## config.mk

```make
export PLATFORM = sky130hd
export DESIGN_NAME = task_answer_arbiter
export DESIGN_NICKNAME = d
export VERILOG_FILES = /design/src/rtl/task_pkg.sv /design/src/rtl/rr_pick.sv /design/src/rtl/task_answer_arbiter.sv
export SDC_FILE = /design/constraint.sdc
export NUM_CORES = 1
export LEC_CHECK = 0
export ABC_AREA = 0
export CAP_MARGIN = 20
export CORE_MARGIN = 2
export CORE_UTILIZATION = 40
export DETAILED_ROUTE_END_ITERATION = 16
export PLACE_DENSITY = 0.83
export SYNTH_ARGS = -nofsm -noshare
export SYNTH_HDL_FRONTEND = slang
export SYNTH_HIERARCHICAL = 1
export SYNTH_SLANG_ARGS = --single-unit
```

## constraint.sdc

```tcl
create_clock -name i_clk -period 4.6 [get_ports i_clk]
set_input_delay 0.69 -clock i_clk [delete_from_list [all_inputs] [get_ports i_clk]]
set_output_delay 0.69 -clock i_clk [all_outputs]
set_load 0.005 [all_outputs]
```

## src/rtl/task_pkg.sv

```systemverilog
// Shared types and constants for the task answer arbiter.
package task_pkg;

    typedef enum logic [1:0] {
        ST_IDLE  = 2'd0,
        ST_GRANT = 2'd1,
        ST_XFER  = 2'd2
    } state_e;

    // Bytes carried by one beat of the default 32-bit answer channel.
    localparam int unsigned BYTES_PER_BEAT = 4;

    // Beats needed to carry a packet; an empty packet still occupies one beat.
    function automatic int unsigned beats_for_size(input int unsigned size_bytes,
                                                   input int unsigned bytes_per_beat);
        if (size_bytes == 0) begin
            return 1;
        end
        return (size_bytes + bytes_per_beat - 1) / bytes_per_beat;
    endfunction

endpackage

```

## src/rtl/rr_pick.sv

```systemverilog
// Round-robin priority pick: first requester at or after the pointer, wrapping.
module rr_pick
    import task_pkg::*;
#(
    parameter int NUM_REQ = 4
) (
    input  logic [NUM_REQ-1:0]         i_req,
    input  logic [$clog2(NUM_REQ)-1:0] i_ptr,
    output logic [NUM_REQ-1:0]         o_gnt,
    output logic [$clog2(NUM_REQ)-1:0] o_idx,
    output logic                       o_any
);

    localparam int IW = $clog2(NUM_REQ);

    logic [IW-1:0] idx;
    logic          found;

    always_comb begin
        o_gnt = '0;
        o_idx = '0;
        idx   = '0;
        found = 1'b0;
        for (int i = 0; i < NUM_REQ; i++) begin
            idx = IW'((int'(i_ptr) + i) % NUM_REQ);
            if (!found && i_req[idx]) begin
                found       = 1'b1;
                o_gnt[idx]  = 1'b1;
                o_idx       = idx;
            end
        end
    end

    assign o_any = |i_req;

endmodule

```

## src/rtl/task_answer_arbiter.sv

```systemverilog
// Shares one answer channel between NUM_REQ task engines, one whole packet per grant.
module task_answer_arbiter
    import task_pkg::*;
#(
    parameter int NUM_REQ    = 4,
    parameter int DATA_WIDTH = 32,
    parameter int SIZE_WIDTH = 12
) (
    input  logic                            i_clk,
    input  logic                            i_rst,
    input  logic [NUM_REQ-1:0]              i_req_valid,
    input  logic [NUM_REQ*DATA_WIDTH-1:0]   i_req_data,
    input  logic [NUM_REQ-1:0]              i_req_last,
    input  logic [NUM_REQ*SIZE_WIDTH-1:0]   i_req_size,
    output logic [NUM_REQ-1:0]              o_req_pop,
    input  logic                            i_tmanager_ready,
    output logic                            o_tanswer_ready,
    output logic [DATA_WIDTH-1:0]           o_tanswer_data,
    output logic                            o_tanswer_data_last,
    output logic [SIZE_WIDTH-1:0]           o_packet_size_in_bytes,
    output logic [$clog2(NUM_REQ)-1:0]      o_grant_id,
    output logic                            o_busy,
    output logic                            o_len_error
);

    localparam int          IW         = $clog2(NUM_REQ);
    localparam int unsigned BEAT_BYTES = DATA_WIDTH / 8;

    state_e                state_q, state_d;
    logic [IW-1:0]         rr_ptr_q, rr_ptr_d;
    logic [IW-1:0]         grant_id_q, grant_id_d;
    logic [NUM_REQ-1:0]    grant_oh_q, grant_oh_d;
    logic [SIZE_WIDTH-1:0] size_q, size_d;
    logic [SIZE_WIDTH-1:0] exp_beats_q, exp_beats_d;
    logic [SIZE_WIDTH-1:0] beat_cnt_q, beat_cnt_d;
    logic                  len_err_q, len_err_d;
    logic                  busy_q, busy_d;

    logic [NUM_REQ-1:0]    pick_oh;
    logic [IW-1:0]         pick_idx;
    logic                  pick_any;
    logic                  in_xfer;
    logic                  gnt_valid;
    logic                  gnt_last;
    logic                  beat_fire;

    rr_pick #(
        .NUM_REQ (NUM_REQ)
    ) u_rr_pick (
        .i_req (i_req_valid),
        .i_ptr (rr_ptr_q),
        .o_gnt (pick_oh),
        .o_idx (pick_idx),
        .o_any (pick_any)
    );

    // The channel is a combinational window onto the owner; everything is gated outside XFER.
    assign in_xfer             = (state_q == ST_XFER);
    assign gnt_valid           = |(i_req_valid & grant_oh_q);
    assign gnt_last            = |(i_req_last & grant_oh_q);
    assign o_tanswer_ready     = in_xfer & gnt_valid;
    assign beat_fire           = o_tanswer_ready & i_tmanager_ready;
    assign o_req_pop           = beat_fire ? grant_oh_q : '0;
    assign o_tanswer_data      = in_xfer ? i_req_data[int'(grant_id_q)*DATA_WIDTH +: DATA_WIDTH] : '0;
    assign o_tanswer_data_last = in_xfer & gnt_last;

    assign o_grant_id             = grant_id_q;
    assign o_packet_size_in_bytes = size_q;
    assign o_busy                 = busy_q;
    assign o_len_error            = len_err_q;

    always_comb begin
        state_d     = state_q;
        rr_ptr_d    = rr_ptr_q;
        grant_id_d  = grant_id_q;
        grant_oh_d  = grant_oh_q;
        size_d      = size_q;
        exp_beats_d = exp_beats_q;
        beat_cnt_d  = beat_cnt_q;
        len_err_d   = len_err_q;

        case (state_q)
            ST_IDLE: begin
                if (pick_any) begin
                    grant_id_d = pick_idx;
                    grant_oh_d = pick_oh;
                    size_d     = i_req_size[int'(pick_idx)*SIZE_WIDTH +: SIZE_WIDTH];
                    state_d    = ST_GRANT;
                end
            end
            ST_GRANT: begin
                exp_beats_d = SIZE_WIDTH'(beats_for_size(32'(size_q), BEAT_BYTES));
                beat_cnt_d  = '0;
                state_d     = ST_XFER;
            end
            ST_XFER: begin
                if (beat_fire) begin
                    beat_cnt_d = beat_cnt_q + 1'b1;
                    // A short or long packet is flagged but never cut off; only last ends it.
                    if (gnt_last) begin
                        if (beat_cnt_d != exp_beats_q) begin
                            len_err_d = 1'b1;
                        end
                        rr_ptr_d = (grant_id_q == IW'(NUM_REQ - 1)) ? '0 : grant_id_q + 1'b1;
                        state_d  = ST_IDLE;
                    end else if (beat_cnt_d == exp_beats_q) begin
                        len_err_d = 1'b1;
                    end
                end
            end
            default: begin
                state_d = ST_IDLE;
            end
        endcase

        busy_d = (state_d != ST_IDLE);
    end

    always_ff @(posedge i_clk or negedge i_rst) begin
        if (!i_rst) begin
            state_q     <= ST_IDLE;
            rr_ptr_q    <= '0;
            grant_id_q  <= '0;
            grant_oh_q  <= '0;
            size_q      <= '0;
            exp_beats_q <= '0;
            beat_cnt_q  <= '0;
            len_err_q   <= 1'b0;
            busy_q      <= 1'b0;
        end else begin
            state_q     <= state_d;
            rr_ptr_q    <= rr_ptr_d;
            grant_id_q  <= grant_id_d;
            grant_oh_q  <= grant_oh_d;
            size_q      <= size_d;
            exp_beats_q <= exp_beats_d;
            beat_cnt_q  <= beat_cnt_d;
            len_err_q   <= len_err_d;
            busy_q      <= busy_d;
        end
    end

endmodule
```

* Yosys cells after proc, flatten, opt, wreduce, memory -nomap -nowiden
Cells that the tools add are included.
** Word-level totals
- Input port bits :: 187
- Register bits :: 48
- Logic and storage cells :: 107
- Output and inout bits :: 54
** Operators by class
- Magnitude comparators :: 8
- Equal/unequal tests :: 7
- Bitwise logic cells :: 8
- Multipliers :: 1
- Shifts and indexed selects :: 2
- Muxes and demuxes :: 43
- Reductions and logical operators :: 22
- Add/sub/neg operators :: 7
** Operator list (count)
- indexed part select 128 x 8 -> 32 bit :: 1
- indexed part select 48 x 7 -> 12 bit :: 1
- 2-to-1 mux 32 bit :: 1
- 2-to-1 mux 12 bit :: 2
- case mux 12 bit (2 select lines) :: 1
- 2-to-1 mux 4 bit :: 5
- 2-to-1 mux 1 bit :: 17
- 2-to-1 mux 2 bit :: 8
- subtractor 13 x 1 -> 14 bit, second input constant :: 1
- adder 12 x 3 -> 13 bit, second input constant :: 1
- adder 12 x 1 -> 12 bit, second input constant :: 1
- equality test 12 bit :: 1
- zero test 12 bit :: 1
- less-than comparator 2 x 3 -> 1 bit, second input constant :: 4
- != test 12 bit :: 1
- bitwise OR 4 bit :: 3
- OR reduction 4 bit :: 3
- AND 4 bit :: 2
- binary-select mux 1 bit (select 2 bit) :: 4
- demux 1 bit (select 2 bit) :: 4
- >= comparator 2 x 1 -> 1 bit, second input constant :: 4
- logical AND 1 bit :: 7
- case mux 2 bit (3 select lines) :: 1
- nonzero test 2 bit :: 3
- 12 further kinds :: 21

* Longest topological paths before layout
- Word-level depth :: 14
- Mapped depth :: 10
- Gate-level depth less buffers :: 8

* Modules after synthesis
Netlist, hierarchy kept.
** By module, submodules not included
- task_answer_arbiter :: area an instance 3890.0 um2, cells an instance 359, sequential area each 1176.1 um2, times used 1
- rr_pick :: area an instance 411.6 um2, cells an instance 49, sequential area each 0.0 um2, times used 1

* Worst setup path before layout
OpenSTA, ideal clock, no wires.
- Kind :: reg-to-reg
- Start :: register rr_ptr_q[0]
- End :: register size_q[10] (netlist: o_packet_size_in_bytes[10])
- Period minus slack after synthesis :: 3566 ps
- Arrival time :: 3442 ps
- Path buffers :: 2
- Required time :: 4475 ps
- Slack :: 1034 ps
- Library setup time :: 125 ps
- Cell stages (with the launch flop) :: 11
- Path through :: dfrtp_1 > buf_2 > inv_1 > ha_1 > mux4_2 > nor2b_1 > nor2_1 > o31ai_1 > buf_1 > mux4_2 > mux2_2
** On the way
- Cells in the longest elaborated chain, start to end :: 14
- Elaborated cells on any way between the ends :: 26
- Classes of those cells :: add/sub: 3; mul: 1; shift: 1; mux: 15; reduce/logical: 6
** RTL lines
- from (decl) :: RTL line task_answer_arbiter.sv:30 : logic [IW-1:0] rr_ptr_q, rr_ptr_d;
- from (signal assigned) :: RTL line task_answer_arbiter.sv:132 : rr_ptr_q <= rr_ptr_d;
- branches (longest 11 deep; another with adder 2 x 1 -> 2 bit)
- 2-to-1 mux 2 bit * :: RTL line rr_pick.sv:26 : if (!found && i_req[idx]) begin
- via pick_idx[0] :: RTL line task_answer_arbiter.sv:40 : logic [IW-1:0] pick_idx;
- multiplier 2 x 2 -> 4 bit * :: RTL line task_answer_arbiter.sv:87 : size_d = i_req_size[int'(pick_idx)*SIZE_WIDTH +: SIZE_WIDTH];
- indexed part select 48 x 7 -> 12 bit * :: RTL line task_answer_arbiter.sv:87
- to (signal assigned) :: RTL line task_answer_arbiter.sv:135 : size_q <= size_d;
- to (decl) :: RTL line task_answer_arbiter.sv:33 : logic [SIZE_WIDTH-1:0] size_q, size_d;
Mark *: on every way through the listed nets, which the timed path passes. The select of a mux whose other input is x is not followed.
A chain may end at the register's enable or synchronous reset.

* Worst setup path after layout
- Start :: register rr_ptr_q[0]
- End :: register size_q[8] (netlist: o_packet_size_in_bytes[8])
The elaborated chain is that of the path after synthesis.

==> results.tsv <==
stage	metric	value	unit
status	outcome	complete, no violations	
sta	rsz0062_at_grt	false	
synthesis	synth_largest_area_cell	dfrtp_1	
synthesis	ys_ff_latch	47	
drt	drc	0	
floorplanning	row_count	37	
drt	drt_iter0_drc	325	
finish	drive_gt1_frac	0.150	
global_routing	grt_start_max_net_pins	48	
synthesis	synth_warnings	6	
synthesis	netlist_top_cells_area	dfrtp_1 (27%), mux4_2 (25%), mux2_2 (5.5%)	
floorplanning	initial_core_util	0.415	
floorplanning	pin_count	241	
setup_path	crit_fanout	16	
clocking	cts.sinks	47	
sta	fin_crit	3.66	ns
clocking	clockBufferDepth	2	
pwr	seq_power_share	0.259	
drt	vias	4439	
pwr	finalPower	3.62	mW
synthesis	ys.flop_type	dfrtp_1	
drt	viasPerCell	5.77	
setup_path	required	4.79	ns
drt	drtPass1Iterations	5	
synthesis	yosysTopAreaCellShare	0.273	
finish	stdcell_area	0.00694	mm^2
synthesis	syn_area	0.00430	mm^2
clocking	root_buffer	clkbuf_8	
clocking	clock_latency	0.30	ns
sta	holdWs	0.219	ns
setup_path	ff2ff_setup_slack	0.94	ns
synthesis	avgSynthCellArea	10.5	um^2
pwr	swShare	0.399	
finish	nNetsFinal	827	
placed_design	place_area	0.00681	mm^2
drt	finalWirelength	15.7	mm
setup_path	r2r-start	rr_ptr_q[0]	
flow_run	max_cap_viol_count	0	
synthesis	yosys.cell_types.count	58	
setup_path	timing.rr.end	o_packet_size_in_bytes[8]	
floorplanning	die_x	108	um
sta	maxSlewHeadroom	0.398	
finish	area_growth	61.4	%
clocking	cts_resized	0	
finish	antenna_cells	0	
clocking	numCtsBuffers	5	
global_routing	overflow	0	
sta	fmax	273	MHz
sta	finalSetupViolCount	0	
pwr	netSwitchingPower	1.45	mW
clocking	cts_tree	done	
drt	final_antenna_net_count	0	
placed_design	dpl.hpwl	12.7	mm
synthesis	synth_cells	408	
floorplanning	core	0.0104	mm^2
setup_path	worstPathArrival	3.85	ns
pwr	p_leak	2.61	nW
pwr	clock_power_share	0.087	
pwr	comb_power_share	0.654	
global_routing	grt_pass1_wl	24.0	mm
floorplanning	die_area	0.0116	mm^2
pwr	ir_worst_vdd	348	uV
hold_path	hold_path.class	in2async	
setup_path	crit_path_end_kind	flop	
clocking	path_clk_slew	0.08	ns
setup_path	crit_type	reg2reg	
global_routing	antenna_found_initial	1	
pwr	intPower	2.18	mW
sta	final_hold_viol_count	0	
clocking	postCtsSetupRepairBufs	0	
synthesis	syn_nets	603	
drt	avgRoutedWirePerCell	20.4	um
sta	finalSetupTns	0	ns
synthesis	async_flop_share	1.00	
sta	fin_skew	0.0127	ns
clocking	cts_max_level	2	
sta	tightest_slew	0.903	ns
placed_design	gp_congestion	0.850	
global_routing	grt_pass1_vias	4536	
placed_design	io_buffer_count	240	
pwr	power_density	522	mW/mm^2
floorplanning	die_h	108	um
clocking	postCtsHoldBufs	0	
sta	finalMaxSlewViolations	0	
sta	fin_crit_sh	0.796	
setup_path	r2r_cells	8	
synthesis	seq_area_frac_synth	0.273	
setup_path	startpoint_type	flop	
synthesis	synth_edf_count	0	
global_routing	track_usage	0.269	
-- placed cells by master (no fill, tap or decap), types with 3 or more instances in the layout --
cell               n
clkdlybuf4s50_1  239
mux4_2            48
dfrtp_1           46
and2_1            36
o21ai_0           31
nand2_1           29
mux2_2            21
nor2_1            17
a22oi_1           11
a21oi_1           10
xor2_1            10
o211ai_1           9
nand3_1            9
and3_1             9
xnor2_1            9
ha_1               8
nor2b_1            7
inv_1              6
clkbuf_8           6
o21a_1             5
and4_1             5
buf_4              5
nand2b_1           4
nor4_1             4
nor3_1             4
nand4_1            3
-- flip-flops by register name (all words and copies together), names as in the netlist --
name                    cells
o_busy                      1
o_len_error                 1
o_grant_id                  2
grant_oh_q                  4
rr_ptr_q                    2
state_q                     2
beat_cnt_q                 12
o_packet_size_in_bytes     12
exp_beats_q                11
-- cell families (layout without fill, tap and decap cells) --
family / Yosys count / in the layout / share of synthesized area
AND/OR/NAND/NOR: 143 / 143 / 0.193
buffers and inverters: 35 / 260 / 0.0332
XOR/XNOR: 19 / 19 / 0.0387
flip-flops: 47 / 47 / 0.273
multiplexers: 71 / 71 / 0.311
adder cells (fa/ha/maj): 9 / 9 / 0.0256
AO/OA/AOI/OAI: 84 / 84 / 0.125
-- stage by stage --
step,utilization,instances,setup slack (ns)
floorplan,-,408,1.03
global placement,0.656,760,0.863
detailed placement,0.656,760,0.723
CTS,0.668,768,0.936
global route,0.670,769,0.678
finish,0.670,769,0.939
-- cell usage after synthesis, drive strengths merged, types with 9 or more instances --
cell    instances
nand3           9
xnor2           9
a21oi          10
nor2           17
a22oi          11
mux4           48
and2           36
o21ai          32
o211ai          9
mux2           21
and3           10
dfrtp          47
clkbuf         21
nand2          29
xor2           10
-- power groups by stage --
stage	registers [mW]	logic (mW)	clock network, mW
floorplan	0.755	1.61	0
global placement	0.929	2.27	0
detailed placement	0.941	2.35	0
CTS	0.935	2.37	0.320
global route	0.980	2.57	0.335
finish	0.937	2.37	0.315
-- how the worst max path moves through the flow --
stage	from	slack, ns	endpoint
6_report	rr_ptr_q[0]	0.94	o_packet_size_in_bytes[8]
2_1_floorplan	rr_ptr_q[0]	1.03	o_packet_size_in_bytes[10]
3_5_place_dp	i_req_valid[3]	0.72	o_packet_size_in_bytes[8]
3_3_place_gp	i_req_valid[1]	0.86	o_packet_size_in_bytes[11]
5_1_grt	rr_ptr_q[0]	0.68	o_packet_size_in_bytes[8]
4_1_cts	rr_ptr_q[0]	0.94	o_packet_size_in_bytes[8]
-- layer usage --
layer,global-route usage,wire length [um],vias to the layer above
met2,0.449,7970,215
met5,0,15,-
met1,0.338,5860,2166
li1,-,-,2018
met4,0.0788,410,2
met3,0.0763,1450,38
-- area by class of cell --
type / count / area, um^2
Inverter: 6 / 22.5
Sequential cell: 47 / 1180
Clock buffer: 6 / 82.6
Fill cell: 802 / 3430
Timing Repair Buffer: 246 / 2450
Clock inverter: 2 / 35.0
Tap cell: 136 / 170
Multi-Input combinational cell: 326 / 3000
-- critical path, cell delays in order, from the launching register on --
cell and delay (ns):
dfrtp_1 0.76, inv_1 0.15, ha_1 0.42, mux4_2 0.45, nor2b_1 0.35, o21ai_0 0.21
o31ai_4 0.30, mux4_2 0.62, mux2_2 0.28
No activity file was read; power rests on OpenSTA's default activity.
